<file path="src/rtl/wdg_rst_gen_pkg.sv">
// wdg_rst_gen_pkg: FSM state type, cause bit indices and fixed timing constants for wdg_rst_gen
package wdg_rst_gen_pkg;
  typedef enum logic [1:0] {
    ST_IDLE     = 2'd0,
    ST_ASSERT   = 2'd1,
    ST_COOLDOWN = 2'd2
  } state_e;
  localparam int CAUSE_WDG = 0;
  localparam int CAUSE_EXT = 1;
  localparam int CAUSE_SW = 2;
  localparam int CAUSE_POR = 3;
  localparam int MIN_HOLD = 2;
  localparam int COOLDOWN_CYC = 4;
  localparam int RST_CNT_W = 8;
endpackage

</file>
<file path="src/rtl/wdg_rst_gen_if.sv">
// wdg_rst_gen_if: reset request inputs and reset/status outputs of wdg_rst_gen
interface wdg_rst_gen_if
  import wdg_rst_gen_pkg::*;
#(
  parameter int HOLD_WIDTH = 8
);
  logic                  wdg_rst_i;
  logic                  ext_rst_req_i;
  logic                  sw_rst_req_i;
  logic [HOLD_WIDTH-1:0] hold_cycles_i;
  logic                  cause_clr_i;
  logic                  sys_rst_n_o;
  logic                  rst_busy_o;
  logic [3:0]            cause_o;
  logic [RST_CNT_W-1:0]  rst_cnt_o;
  modport master (
    output wdg_rst_i, ext_rst_req_i, sw_rst_req_i, hold_cycles_i, cause_clr_i,
    input  sys_rst_n_o, rst_busy_o, cause_o, rst_cnt_o
  );
  modport slave (
    input  wdg_rst_i, ext_rst_req_i, sw_rst_req_i, hold_cycles_i, cause_clr_i,
    output sys_rst_n_o, rst_busy_o, cause_o, rst_cnt_o
  );
endinterface

</file>
<file path="src/rtl/cdc_sync.sv">
// cdc_sync: multi-flop synchroniser for asynchronous level inputs
module cdc_sync #(
  parameter int STAGES = 2,
  parameter int WIDTH = 1
) (
  input  logic             clk_i,
  input  logic             rst_n_i,
  input  logic [WIDTH-1:0] d_i,
  output logic [WIDTH-1:0] q_o
);
  logic [STAGES-1:0][WIDTH-1:0] sync_q;
  // shift the input through the flop chain
  always_ff @(posedge clk_i or negedge rst_n_i) begin
    if (!rst_n_i) begin
      sync_q <= '0;
    end else begin
      sync_q[0] <= d_i;
      for (int i = 1; i < STAGES; i++) sync_q[i] <= sync_q[i-1];
    end
  end
  assign q_o = sync_q[STAGES-1];
endmodule

</file>
<file path="src/rtl/dffer.sv">
// dffer: register with enable and asynchronous active-low reset to RST_VAL
module dffer #(
  parameter int WIDTH = 1,
  parameter logic [WIDTH-1:0] RST_VAL = '0
) (
  input  logic             clk_i,
  input  logic             rst_n_i,
  input  logic             en_i,
  input  logic [WIDTH-1:0] d_i,
  output logic [WIDTH-1:0] q_o
);
  // load on enable
  always_ff @(posedge clk_i or negedge rst_n_i) begin
    if (!rst_n_i) q_o <= RST_VAL;
    else if (en_i) q_o <= d_i;
  end
endmodule

</file>
<file path="src/rtl/dfferc.sv">
// dfferc: register with enable, synchronous clear (priority) and asynchronous active-low reset
module dfferc #(
  parameter int WIDTH = 1,
  parameter logic [WIDTH-1:0] RST_VAL = '0
) (
  input  logic             clk_i,
  input  logic             rst_n_i,
  input  logic             en_i,
  input  logic             clr_i,
  input  logic [WIDTH-1:0] d_i,
  output logic [WIDTH-1:0] q_o
);
  // clear beats load
  always_ff @(posedge clk_i or negedge rst_n_i) begin
    if (!rst_n_i) q_o <= RST_VAL;
    else if (clr_i) q_o <= '0;
    else if (en_i) q_o <= d_i;
  end
endmodule

</file>
<file path="src/rtl/wdg_rst_gen.sv">
// wdg_rst_gen: stretched registered system reset with cooldown and sticky cause/count; WDG_RST_GEN_EXT_EN enables the external pin
module wdg_rst_gen
  import wdg_rst_gen_pkg::*;
#(
  parameter int HOLD_WIDTH = 8,
  parameter int POR_HOLD = 16,
  parameter int SYNC_STAGES = 2
) (
  input logic          clk_i,
  input logic          rst_n_i,
  wdg_rst_gen_if.slave bus
);
  localparam logic [HOLD_WIDTH-1:0] MIN_H = HOLD_WIDTH'(MIN_HOLD);
  localparam logic [HOLD_WIDTH-1:0] POR_H = HOLD_WIDTH'((POR_HOLD < MIN_HOLD) ? MIN_HOLD : POR_HOLD);
  localparam logic [HOLD_WIDTH-1:0] ONE = HOLD_WIDTH'(1);
  localparam logic [HOLD_WIDTH-1:0] COOL_LAST = HOLD_WIDTH'(COOLDOWN_CYC - 1);
  state_e state_q, state_d;
  logic [HOLD_WIDTH-1:0] hold_q, hold_ld, cnt_q;
  logic cnt_last, enter, cnt_clr, cnt_en;
  logic ext_sync, sw_now, req;
  logic sw_pend_q, sw_pend_d;
  logic [3:0] src, cause_q, cause_d;
  logic [RST_CNT_W-1:0] rst_cnt_q, rst_cnt_d;
  logic sys_rst_n_q, sys_rst_n_d, rst_busy_q, rst_busy_d;
`ifdef WDG_RST_GEN_EXT_EN
  cdc_sync #(.STAGES(SYNC_STAGES), .WIDTH(1)) u_ext_sync (
    .clk_i  (clk_i),
    .rst_n_i(rst_n_i),
    .d_i    (bus.ext_rst_req_i),
    .q_o    (ext_sync)
  );
`else
  logic unused_ext;
  assign unused_ext = bus.ext_rst_req_i & (SYNC_STAGES != 0);
  assign ext_sync = 1'b0;
`endif
  assign sw_now = sw_pend_q | bus.sw_rst_req_i;
  assign src = {1'b0, sw_now, ext_sync, bus.wdg_rst_i};
  assign req = |src;
  assign hold_ld = (bus.hold_cycles_i < MIN_H) ? MIN_H : bus.hold_cycles_i;
  assign cnt_last = (state_q == ST_COOLDOWN) ? (cnt_q == COOL_LAST) : (cnt_q == hold_q - ONE);
  dffer #(.WIDTH(HOLD_WIDTH), .RST_VAL(POR_H)) u_hold (
    .clk_i  (clk_i),
    .rst_n_i(rst_n_i),
    .en_i   (enter),
    .d_i    (hold_ld),
    .q_o    (hold_q)
  );
  dfferc #(.WIDTH(HOLD_WIDTH), .RST_VAL('0)) u_cnt (
    .clk_i  (clk_i),
    .rst_n_i(rst_n_i),
    .en_i   (cnt_en),
    .clr_i  (cnt_clr),
    .d_i    (cnt_q + ONE),
    .q_o    (cnt_q)
  );
  // next state, counter control, sticky status and next output values
  always_comb begin
    state_d = (state_q == ST_IDLE) ? (req ? ST_ASSERT : ST_IDLE) :
              (state_q == ST_ASSERT) ? ((cnt_last && !req) ? ST_COOLDOWN : ST_ASSERT) :
              (state_q == ST_COOLDOWN) ? (cnt_last ? ST_IDLE : ST_COOLDOWN) : ST_ASSERT;
    enter = (state_q == ST_IDLE) && req;
    cnt_clr = enter || ((state_q == ST_ASSERT) && (state_d == ST_COOLDOWN));
    cnt_en = (state_q != ST_IDLE) && !cnt_last;
    sw_pend_d = (state_d != ST_ASSERT) && sw_now;
    cause_d = (state_q == ST_COOLDOWN) ? cause_q :
              (req || state_q == ST_ASSERT) ? (cause_q | src) :
              bus.cause_clr_i ? 4'b0000 : cause_q;
    rst_cnt_d = (enter && rst_cnt_q != '1) ? rst_cnt_q + RST_CNT_W'(1) : rst_cnt_q;
    sys_rst_n_d = state_q != ST_ASSERT;
    rst_busy_d = state_q != ST_IDLE;
  end
  // state and output registers; power-on reset starts a POR_HOLD reset
  always_ff @(posedge clk_i or negedge rst_n_i) begin
    if (!rst_n_i) begin
      state_q <= ST_ASSERT;
      sw_pend_q <= 1'b0;
      cause_q <= 4'b1000;
      rst_cnt_q <= '0;
      sys_rst_n_q <= 1'b0;
      rst_busy_q <= 1'b1;
    end else begin
      state_q <= state_d;
      sw_pend_q <= sw_pend_d;
      cause_q <= cause_d;
      rst_cnt_q <= rst_cnt_d;
      sys_rst_n_q <= sys_rst_n_d;
      rst_busy_q <= rst_busy_d;
    end
  end
  assign bus.sys_rst_n_o = sys_rst_n_q;
  assign bus.rst_busy_o = rst_busy_q;
  assign bus.cause_o = cause_q;
  assign bus.rst_cnt_o = rst_cnt_q;
endmodule

</file>
<file path="src/flat_wrapper.sv">
// flat-port wrapper written by rule: the top's interface ports become plain ports
module wdg_rst_gen_flat import wdg_rst_gen_pkg::*;
#(
  parameter int HOLD_WIDTH = 8,
  parameter int POR_HOLD = 16,
  parameter int SYNC_STAGES = 2
)
  (clk_i, rst_n_i, bus_wdg_rst_i, bus_ext_rst_req_i, bus_sw_rst_req_i, bus_hold_cycles_i, bus_cause_clr_i, bus_sys_rst_n_o, bus_rst_busy_o, bus_cause_o, bus_rst_cnt_o);
  wdg_rst_gen_if #(.HOLD_WIDTH(HOLD_WIDTH)) bus_i ();
  input logic clk_i;
  input logic rst_n_i;
  input wire logic [$bits(bus_i.wdg_rst_i)-1:0] bus_wdg_rst_i;
  input wire logic [$bits(bus_i.ext_rst_req_i)-1:0] bus_ext_rst_req_i;
  input wire logic [$bits(bus_i.sw_rst_req_i)-1:0] bus_sw_rst_req_i;
  input wire logic [$bits(bus_i.hold_cycles_i)-1:0] bus_hold_cycles_i;
  input wire logic [$bits(bus_i.cause_clr_i)-1:0] bus_cause_clr_i;
  output wire logic [$bits(bus_i.sys_rst_n_o)-1:0] bus_sys_rst_n_o;
  output wire logic [$bits(bus_i.rst_busy_o)-1:0] bus_rst_busy_o;
  output wire logic [$bits(bus_i.cause_o)-1:0] bus_cause_o;
  output wire logic [$bits(bus_i.rst_cnt_o)-1:0] bus_rst_cnt_o;
  assign bus_i.wdg_rst_i = bus_wdg_rst_i;
  assign bus_i.ext_rst_req_i = bus_ext_rst_req_i;
  assign bus_i.sw_rst_req_i = bus_sw_rst_req_i;
  assign bus_i.hold_cycles_i = bus_hold_cycles_i;
  assign bus_i.cause_clr_i = bus_cause_clr_i;
  assign bus_sys_rst_n_o = bus_i.sys_rst_n_o;
  assign bus_rst_busy_o = bus_i.rst_busy_o;
  assign bus_cause_o = bus_i.cause_o;
  assign bus_rst_cnt_o = bus_i.rst_cnt_o;
  wdg_rst_gen #(.HOLD_WIDTH(HOLD_WIDTH), .POR_HOLD(POR_HOLD), .SYNC_STAGES(SYNC_STAGES)) u_core (.clk_i(clk_i), .rst_n_i(rst_n_i), .bus(bus_i));
endmodule
</file>
<file path="config.mk">
export PLATFORM = sky130hd
export DESIGN_NAME = wdg_rst_gen_flat
export DESIGN_NICKNAME = d
export VERILOG_FILES = /design/src/rtl/wdg_rst_gen_pkg.sv /design/src/rtl/wdg_rst_gen_if.sv /design/src/rtl/cdc_sync.sv /design/src/rtl/dffer.sv /design/src/rtl/dfferc.sv /design/src/rtl/wdg_rst_gen.sv /design/src/flat_wrapper.sv
export SDC_FILE = /design/constraint.sdc
export NUM_CORES = 1
export LEC_CHECK = 0
export CORE_ASPECT_RATIO = 0.6
export CORE_MARGIN = 4
export CORE_UTILIZATION = 53
export DETAILED_ROUTE_END_ITERATION = 8
export HOLD_SLACK_MARGIN = 0.06
export PLACE_DENSITY_LB_ADDON = 0.1
export SKIP_CTS_REPAIR_TIMING = 1
export SLEW_MARGIN = 20
export SYNTH_ARGS = -nofsm -noshare
export SYNTH_HDL_FRONTEND = slang
export SYNTH_SLANG_ARGS = --single-unit
</file>
<file path="constraint.sdc">
create_clock -name clk_i -period 6.4 [get_ports clk_i]
set_input_delay 0.96 -clock clk_i [delete_from_list [all_inputs] [get_ports clk_i]]
set_output_delay 0.96 -clock clk_i [all_outputs]
set_load 0.01 [all_outputs]
</file>
== Word-level counts from Yosys, hierarchy flattened ==
Index checks and enable logic that the tools add are counted.
W data, S select, Z words.
Word-level totals
  bits in registers: 33
  input port bits: 14
  output and inout bits: 14
Operators by class
  add/subtract/negate cells: 3
  magnitude comparators: 1
  equal/unequal tests: 8
  muxes and demuxes: 12
  bitwise operators: 3
  reductions and logical operators: 16
Operators with widths (number)
  $mux W8: 3
  $add A8 B1 Y8 const B: 2
  $mux W2: 5
  $eq A8 B2 Y1 const B: 1
  $eq A8 B8 Y1: 1
  $lt A8 B2 Y1 const B: 1
  $mux W4: 2
  $ne A8 B8 Y1 const B: 1
  $sub A8 B1 Y8 const B: 1
  $logic_and A1 B1 Y1: 6
  $reduce_bool A2 Y1: 3
  $eq A2 B2 Y1 const B: 2
  $ne A2 B1 Y1 const B: 2
  $or A4 B3 Y4: 1
  $eq A2 B1 Y1 const B: 1
  $logic_not A1 Y1: 2
  $logic_not A2 Y1: 1
  $logic_or A1 B1 Y1: 2
  $mux W1: 2
  $reduce_and A2 Y1: 1
  $reduce_or A2 Y1: 1
  $not A1 Y1: 1
  $or A1 B1 Y1: 1

== Depth between registers and ports, before layout ==
Gate-level depths: netlist of run 1.
  depth after elaboration: 11
  mapped depth: 10
  depth with buffers taken out: 9

== Hierarchy ==
From an unflattened synthesis of run 1, not the netlist that was laid out.
Unflattened totals
  cells, all modules: 185
  area total of the unflattened synthesis: 1884.3 um^2
Modules (own cells, without submodules)
  wdg_rst_gen: times used 1, cells each 142, area an instance 1226.2 um^2
  dffer: times used 1, cells each 17, area an instance 332.8 um^2
  dfferc: times used 1, cells each 26, area an instance 325.3 um^2

== Worst setup path before layout of run 1 ==
Ideal clock, no wire load.
  path type: register -> register
  start point: register u_core.u_hold.q_o[2]
  end point: register u_core.u_cnt.q_o[6]
  data arrival time: 2.389 ns
  data required time: 6.322 ns
  setup slack: 3.934 ns
  stages on the path, launching flop included: 9
  period minus slack after synthesis: 2.466 ns
  cell sequence: dfrtp_1 or4_4 or3_1 a41oi_2 nor3_1 o211a_4 buf_6 or3_1 a21oi_1
Between the ends
  longest elaborated chain between the ends: 11
RTL lines
  from (decl): line dffer.sv:10  | output logic [WIDTH-1:0] q_o
  from (signal assigned): line dffer.sv:15  | else if (en_i) q_o <= d_i;
  $sub A8 B1 Y8 (*): line wdg_rst_gen.sv:41  | assign cnt_last = (state_q == ST_COOLDOWN) ? (cnt_q == COOL_LAST) : (cnt_q == hold_q - ONE);
  $eq A8 B8 Y1 (*): line wdg_rst_gen.sv:41
  $mux W1 (*): line wdg_rst_gen.sv:41
  $mux W2 / $logic_and A1 B1 Y1 (equally long branches): line wdg_rst_gen.sv:61, wdg_rst_gen.sv:60
  $mux W2, on equally long branches: line wdg_rst_gen.sv:61, wdg_rst_gen.sv:60
  $mux W2: line wdg_rst_gen.sv:60  | (state_q == ST_ASSERT) ? ((cnt_last && !req) ? ST_COOLDOWN : ST_ASSERT) :
  $mux W2: line wdg_rst_gen.sv:59  | state_d = (state_q == ST_IDLE) ? (req ? ST_ASSERT : ST_IDLE) :
  $eq A2 B2 Y1: line wdg_rst_gen.sv:63  | cnt_clr = enter || ((state_q == ST_ASSERT) && (state_d == ST_COOLDOWN));
  $logic_and A1 B1 Y1: line wdg_rst_gen.sv:63
  $logic_or A1 B1 Y1: line wdg_rst_gen.sv:63
  $mux W8 / $reduce_bool A2 Y1 (equally long branches)
  to (signal assigned): line dfferc.sv:17  | else if (en_i) q_o <= d_i;
  to (decl): line dfferc.sv:11  | output logic [WIDTH-1:0] q_o
Every way passes the cells marked *; elsewhere a longest branch is shown, timed or not.
A chain may end at the register's enable or synchronous reset.

== Final worst setup path of run 1 ==
  start point: register u_core.u_hold.q_o[0]
  end point: register u_core.u_cnt.q_o[1]
Same word-level chain as after synthesis.

==> flow_metrics.py, run 1 <==
metrics = {
    "power_and_ir_drop": {
        "p_per_area_nw_per_um2": 363,
        "ir_drop_uv": 201,
        "p_leak_nw": 0.899,
    },
    "setup_path": {
        "rr_startpoint": "u_core.u_hold.q_o[0]",
        "worst-r2r-cell-count": 9,
        "worstPathMaxFanout": 8,
        "cp.required_ns": 6.54,
        "end_kind": "flip-flop",
        "cp_cell_sequence": "inv_1 > ha_1 > nor4bb_1 > a31oi_1 > a2bb2oi_1 > nor4_1 > o2111ai_1 > a21oi_2 > a21oi_1",
        "critPathKind": "reg -> reg",
        "timing.rr.end": "u_core.u_cnt.q_o[1]",
        "arrival_ns": 2.98,
        "cp-start-kind": "flip-flop",
        "slowest_stage": "nor4_1",
        "crit_path_max_incr_delay_ns": 0.53,
        "r2r_setup_slack_ns": 3.56,
    },
    "floorplanning": {
        "core_area_um2": 3260,
        "die_h_um": 53.1,
        "row_count": 16,
        "dieArea_um2": 4420,
        "die_width_um": 83.2,
        "initial_core_util": 0.551,
        "io-pin-count": 28,
    },
    "clock_network": {
        "cts_buffer_depth": 2,
        "clk_latency_ns": 0.27,
        "ctsRootBufferMaster": "clkbuf_8",
        "cts-buffers-inserted": 5,
        "htreeDepth": 2,
        "cts_tree": "yes",
        "clock_sink_count": 32,
        "cts.clk_slew.worst_paths_ns": 0.06,
    },
    "synth": {
        "synth_edf_count": 0,
        "ys_warn_count": 0,
        "synth.distinct_cells": 51,
        "synth_nets": 197,
        "yosysMostFrequentCell": "dfrtp_1",
        "synthTopCellsByArea": "dfrtp_1 39%, dfstp_2 5.8%, mux2_2 4.4%",
        "yosysSeqAreaShare": 0.448,
        "ys_ff_latch": 32,
        "synth_ff_type": "dfrtp_1",
        "syn_area_um2": 1800,
        "synth_cells": 180,
        "synth_top_area_frac": 0.389,
        "async_flop_share": 1.00,
        "yosys-top-cells-count": "28 x dfrtp_1, 12 x a21oi_1, 12 x o21ai_0",
        "yosys.area.top_type": "dfrtp_1",
        "syn_avg_cell_area_um2": 10.0,
    },
    "timing": {
        "slew_viol_final": 0,
        "clock_skew_ns": 0.00386,
        "final.setup.worst_slack_ns": 3.56,
        "rsz0062_at_grt": "false",
        "clock.fmax_mhz": 353,
        "slew_headroom": 0.593,
        "finalHoldViolCount": 0,
        "fin_crit_sh": 0.443,
        "worst_pin_slew_ns": 0.609,
        "setup_viol": 0,
        "period_minus_slack_ns": 2.84,
        "finalSetupTns_ns": 0,
    },
    "placed_design": {
        "place_congestion": 0.869,
        "placed_cell_area_um2": 2090,
        "hpwl_mm": 3.05,
        "pre_cts_ws_ns": 3.55,
        "dp.cells": 247,
        "io_buffers": 25,
    },
    "finish": {
        "multi_input_area_um2": 933,
        "nFillCells": 257,
        "antenna_cells": 0,
        "area_growth_pct": 21.0,
        "final_area_um2": 2180,
        "final_util": 0.667,
        "drive_gt1_frac": 0.124,
        "seqCellArea_um2": 806,
        "fin_nets": 226,
        "final_cells": 255,
    },
    "drt": {
        "via_per_inst": 5.87,
        "drc_errors": 0,
        "first_iter_violations": 116,
        "wl_per_cell_um": 15.5,
        "firstDrtPassIters": 4,
        "ant_nets": 0,
        "vias": 1496,
        "wirelength_mm": 3.95,
    },
    "hold_path": {
        "whs_path_depth": 2,
        "hp-start": "u_core.bus.cause_o[3]",
        "min_to": "u_core.bus.cause_o[3]",
        "hold_path.class": "reg -> reg",
    },
    "global_route": {
        "overflow": 0,
        "grt_usage": 0.204,
        "antenna_found_initial": 0,
        "grt_pass1_vias": 1500,
        "grt_pass1_wl_mm": 7.02,
        "grt_max_degree": 33,
    },
    "outcome": {
        "status": "complete, no violations",
    },
    "flow_run": {
        "maxCapViolations": 0,
    },
}
[layout by cell type, fill, tap and decap left out, types with 3 or more instances in the layout]
master,count
a21oi_1,12
and3_1,3
clkbuf_8,6
clkdlybuf4s50_1,25
dfrtp_1,28
dfstp_2,4
ha_1,3
inv_1,8
mux2_2,7
nand2_1,8
nand2b_1,3
nand3_1,7
nand4_1,5
nor2_1,8
nor3_1,6
o21a_1,3
o21ai_0,12
o31ai_1,3
or3_1,8
or4_1,4
xnor2_1,7
xor2_1,5
[layout make-up]
| cell class | count | share of cell area |
|---|---|---|
| Sequential cell | 32 | 0.370 |
| Inverter | 9 | 0.0155 |
| Timing Repair Buffer | 26 | 0.118 |
| Multi-Input combinational cell | 135 | 0.429 |
| Clock buffer | 8 | 0.0414 |
| Tap cell | 45 | 0.0259 |
[worst max-delay path by stage]
stage	startpoint	slack, ns	cells past startpoint	endpoint
floorplan	u_core.u_hold.q_o[2]	3.93	8	u_core.u_cnt.q_o[6]
global placement	bus_sw_rst_req_i	3.58	7	u_core.bus.rst_cnt_o[6]
detailed placement	bus_sw_rst_req_i	3.55	7	u_core.bus.rst_cnt_o[5]
CTS	u_core.u_hold.q_o[0]	3.61	9	u_core.u_cnt.q_o[1]
global route	u_core.u_hold.q_o[0]	3.26	9	u_core.u_cnt.q_o[4]
finish	u_core.u_hold.q_o[0]	3.56	9	u_core.u_cnt.q_o[1]
[through the flow]
step | total power, mW | hold slack (ns)
after floorplan | 0.546 | 0.450
after global placement | 0.610 | 0.439
after detailed placement | 0.632 | 0.441
after CTS | 0.790 | 0.455
after global routing | 0.852 | 0.476
final | 0.790 | 0.450
[state kept, by name, summed over array words and instances, names as in the netlist]
name / flops
u_core.sw_pend_q: 1
u_core.state_q: 2
u_core.u_cnt.q_o: 8
u_core.bus.sys_rst_n_o: 1
u_core.bus.cause_o: 3
u_core.u_hold.q_o: 8
u_core.bus.rst_cnt_o: 8
u_core.bus.rst_busy_o: 1
[cells by family after synthesis]
group                    Yosys count  share of synthesized area
XOR/XNOR                          13                     0.0709
flip-flops                        32                      0.448
other                              1                    0.00208
buffers and inverters             13                     0.0334
AO/OA/AOI/OAI                     45                      0.168
AND/OR/NAND/NOR                   66                      0.213
multiplexers                       7                     0.0438
adder cells (fa/ha/maj)            3                     0.0209
[report_power, final]
group | leakage (nW) | internal [mW] | switching, mW
combinational | 0.455 | 0.155 | 0.148
sequential | 0.399 | 0.257 | 0.0740
clock | 0.0455 | 0.0876 | 0.0682
total | 0.899 | 0.500 | 0.290
[routing by layer]
metal / GRT usage / wire length, um / vias to the layer above
met5: 0 / 0 / -
met4: 0.0870 / 36 / 0
met3: 0.0560 / 226 / 6
met2: 0.303 / 1770 / 40
met1: 0.280 / 1910 / 723
li1: - / - / 727
[worst max-delay path, delay by kind of cell, from the launching register on]
kind,cells,cell delay (ns)
AOI/OAI and AO/OA,5,0.93
and+or+nand+nor,2,0.84
DFF,1,0.47
adders and majority gates,1,0.36
buffers and inverters,1,0.10
No activity file was read; power rests on OpenSTA's default activity.
==> run 2: changes to the inputs <==
==> constraint.sdc (replaced) <==
create_clock -name clk_i -period 3 [get_ports clk_i]
set_input_delay 0.45 -clock clk_i [delete_from_list [all_inputs] [get_ports clk_i]]
set_output_delay 0.45 -clock clk_i [all_outputs]
set_load 0.01 [all_outputs]
==> run 2 against run 1 <==
  * Sequential cell count is the same
  * Via count grew 1.4%
  * Sequential power grew 110%
  * Combinational power grew 120%
  * Critical path type unchanged
  * Largest cell class unchanged
  * Highest routed layer unchanged
==> flow_metrics.py, run 2 (synthesized netlist as in run 1, its figures left out) <==
metrics = {
    "drt": {
        "wirelength_mm": 3.96,
        "via_per_inst": 5.90,
        "ant_nets": 0,
        "firstDrtPassIters": 4,
        "vias": 1517,
        "drc_errors": 0,
        "first_iter_violations": 83,
        "wl_per_cell_um": 15.4,
    },
    "global_route": {
        "grt_pass1_vias": 1416,
        "grt_usage": 0.196,
        "met2_usage": 0.298,
        "grt_most_used_layer": "met2",
        "grt_pass1_wl_mm": 6.67,
        "use_met3": 0.0560,
        "grt_max_degree": 33,
        "grtUsageMet1": 0.271,
        "overflow": 0,
        "antenna_found_initial": 0,
    },
    "power_and_ir_drop": {
        "p_leak_nw": 0.910,
        "p_per_area_nw_per_um2": 773,
        "report.power.total_mw": 1.70,
        "ir_drop_uv": 470,
    },
    "placed_design": {
        "io_buffers": 25,
        "place_congestion": 0.880,
        "placed_cell_area_um2": 2100,
        "pre_cts_ws_ns": 0.251,
        "dp.cells": 249,
        "hpwl_mm": 3.04,
    },
    "floorplanning": {
        "die_width_um": 83.2,
        "row_count": 16,
        "io-pin-count": 28,
        "initial_core_util": 0.551,
        "dieArea_um2": 4420,
        "core_area_um2": 3260,
        "die_h_um": 53.1,
    },
    "timing": {
        "worst_pin_slew_ns": 0.588,
        "finalHoldViolCount": 0,
        "final.setup.worst_slack_ns": 0.285,
        "period_minus_slack_ns": 2.71,
        "setup_viol": 0,
        "slew_viol_final": 0,
        "clock.fmax_mhz": 368,
        "finalSetupTns_ns": 0,
        "clock_skew_ns": 0.00210,
        "slew_headroom": 0.607,
        "hold_ws_ns": 0.445,
        "rsz0062_at_grt": "false",
        "fin_crit_sh": 0.905,
    },
    "finish": {
        "area_growth_pct": 22.6,
        "antenna_cells": 0,
        "drive_gt1_frac": 0.137,
        "final_cells": 257,
        "final_util": 0.676,
        "fin_nets": 228,
        "mostFrequentLayoutCells": "28 x dfrtp_1, 25 x clkdlybuf4s50_1, 12 x o21ai_0, 12 x a21oi_1",
        "nFillCells": 260,
        "final_common_cell": "dfrtp_1",
        "final_area_um2": 2210,
    },
    "hold_path": {
        "hold_path.class": "reg -> reg",
        "hp-start": "u_core.bus.cause_o[3]",
        "whs_path_depth": 2,
        "min_to": "u_core.bus.cause_o[3]",
    },
    "setup_path": {
        "timing.rr.end": "u_core.u_cnt.q_o[5]",
        "r2r_setup_slack_ns": 0.29,
        "worstPathMaxFanout": 8,
        "slowest_stage": "or4_4",
        "cp-start-kind": "flip-flop",
        "arrival_ns": 2.87,
        "path_common_cell": "a21oi_1",
        "end_kind": "flip-flop",
        "cp.required_ns": 3.15,
        "rr_startpoint": "u_core.u_hold.q_o[2]",
        "critPathBufInv": 0,
        "cp_cell_sequence": "or4_4 > o311ai_1 > a21oi_1 > nor4_2 > o2111ai_1 > a21oi_4 > a21oi_1",
        "worst-r2r-cell-count": 7,
        "critPathKind": "reg -> reg",
        "crit_family": "compound AO/OA/AOI/OAI gates",
        "crit_path_max_incr_delay_ns": 0.59,
    },
    "flow_run": {
        "maxCapViolations": 0,
    },
    "clock_network": {
        "clock_sink_count": 32,
        "cts-buffers-inserted": 5,
        "clk_latency_ns": 0.28,
        "ctsRootBufferMaster": "clkbuf_8",
        "cts_buffer_depth": 2,
        "cts_tree": "yes",
        "cts.clk_slew.worst_paths_ns": 0.06,
        "htreeDepth": 2,
    },
    "outcome": {
        "status": "complete, no violations",
    },
}
run 2: worst max-delay path by stage:
stage,startpoint,end,slack (ns),depth (start not counted)
final,u_core.u_hold.q_o[2],u_core.u_cnt.q_o[5],0.29,7
after global routing,u_core.u_hold.q_o[2],u_core.u_cnt.q_o[6],0.03,7
after CTS,u_core.u_hold.q_o[0],u_core.u_cnt.q_o[5],0.23,9
after detailed placement,u_core.u_hold.q_o[0],u_core.u_cnt.q_o[5],0.25,9
after global placement,u_core.u_hold.q_o[2],u_core.u_cnt.q_o[5],0.35,7
after floorplan,u_core.u_hold.q_o[2],u_core.u_cnt.q_o[6],0.53,8
run 2: power breakdown:
group | total, mW | switching, mW | internal [mW]
Combinational | 0.660 | 0.323 | 0.337
Clock | 0.336 | 0.149 | 0.187
Sequential | 0.709 | 0.160 | 0.549
run 2: final cells by class:
cell class / count / area (um^2) / share of cell area
clock buffers: 8 / 90.1 / 0.0408
well taps: 45 / 56.3 / 0.0255
multi-input cells: 135 / 947 / 0.429
repair buffers: 28 / 273 / 0.124
flip-flops and latches: 32 / 806 / 0.365
inverters: 9 / 33.8 / 0.0153
run 2: worst register-to-register path, stage by stage (launching register included):
cell and delay [ns]:
dfrtp_1 0.46, or4_4 0.59, o311ai_1 0.36, a21oi_1 0.13, nor4_2 0.43, o2111ai_1 0.24
a21oi_4 0.31, a21oi_1 0.07
run 2: layer usage:
metal | up-vias | wire length [um] | part of all wire
li1 | 736 | - | -
met1 | 725 | 1920 | 0.48
met2 | 51 | 1730 | 0.44
met3 | 5 | 276 | 0.070
met4 | 0 | 27 | 0.0068
met5 | - | 0 | 0
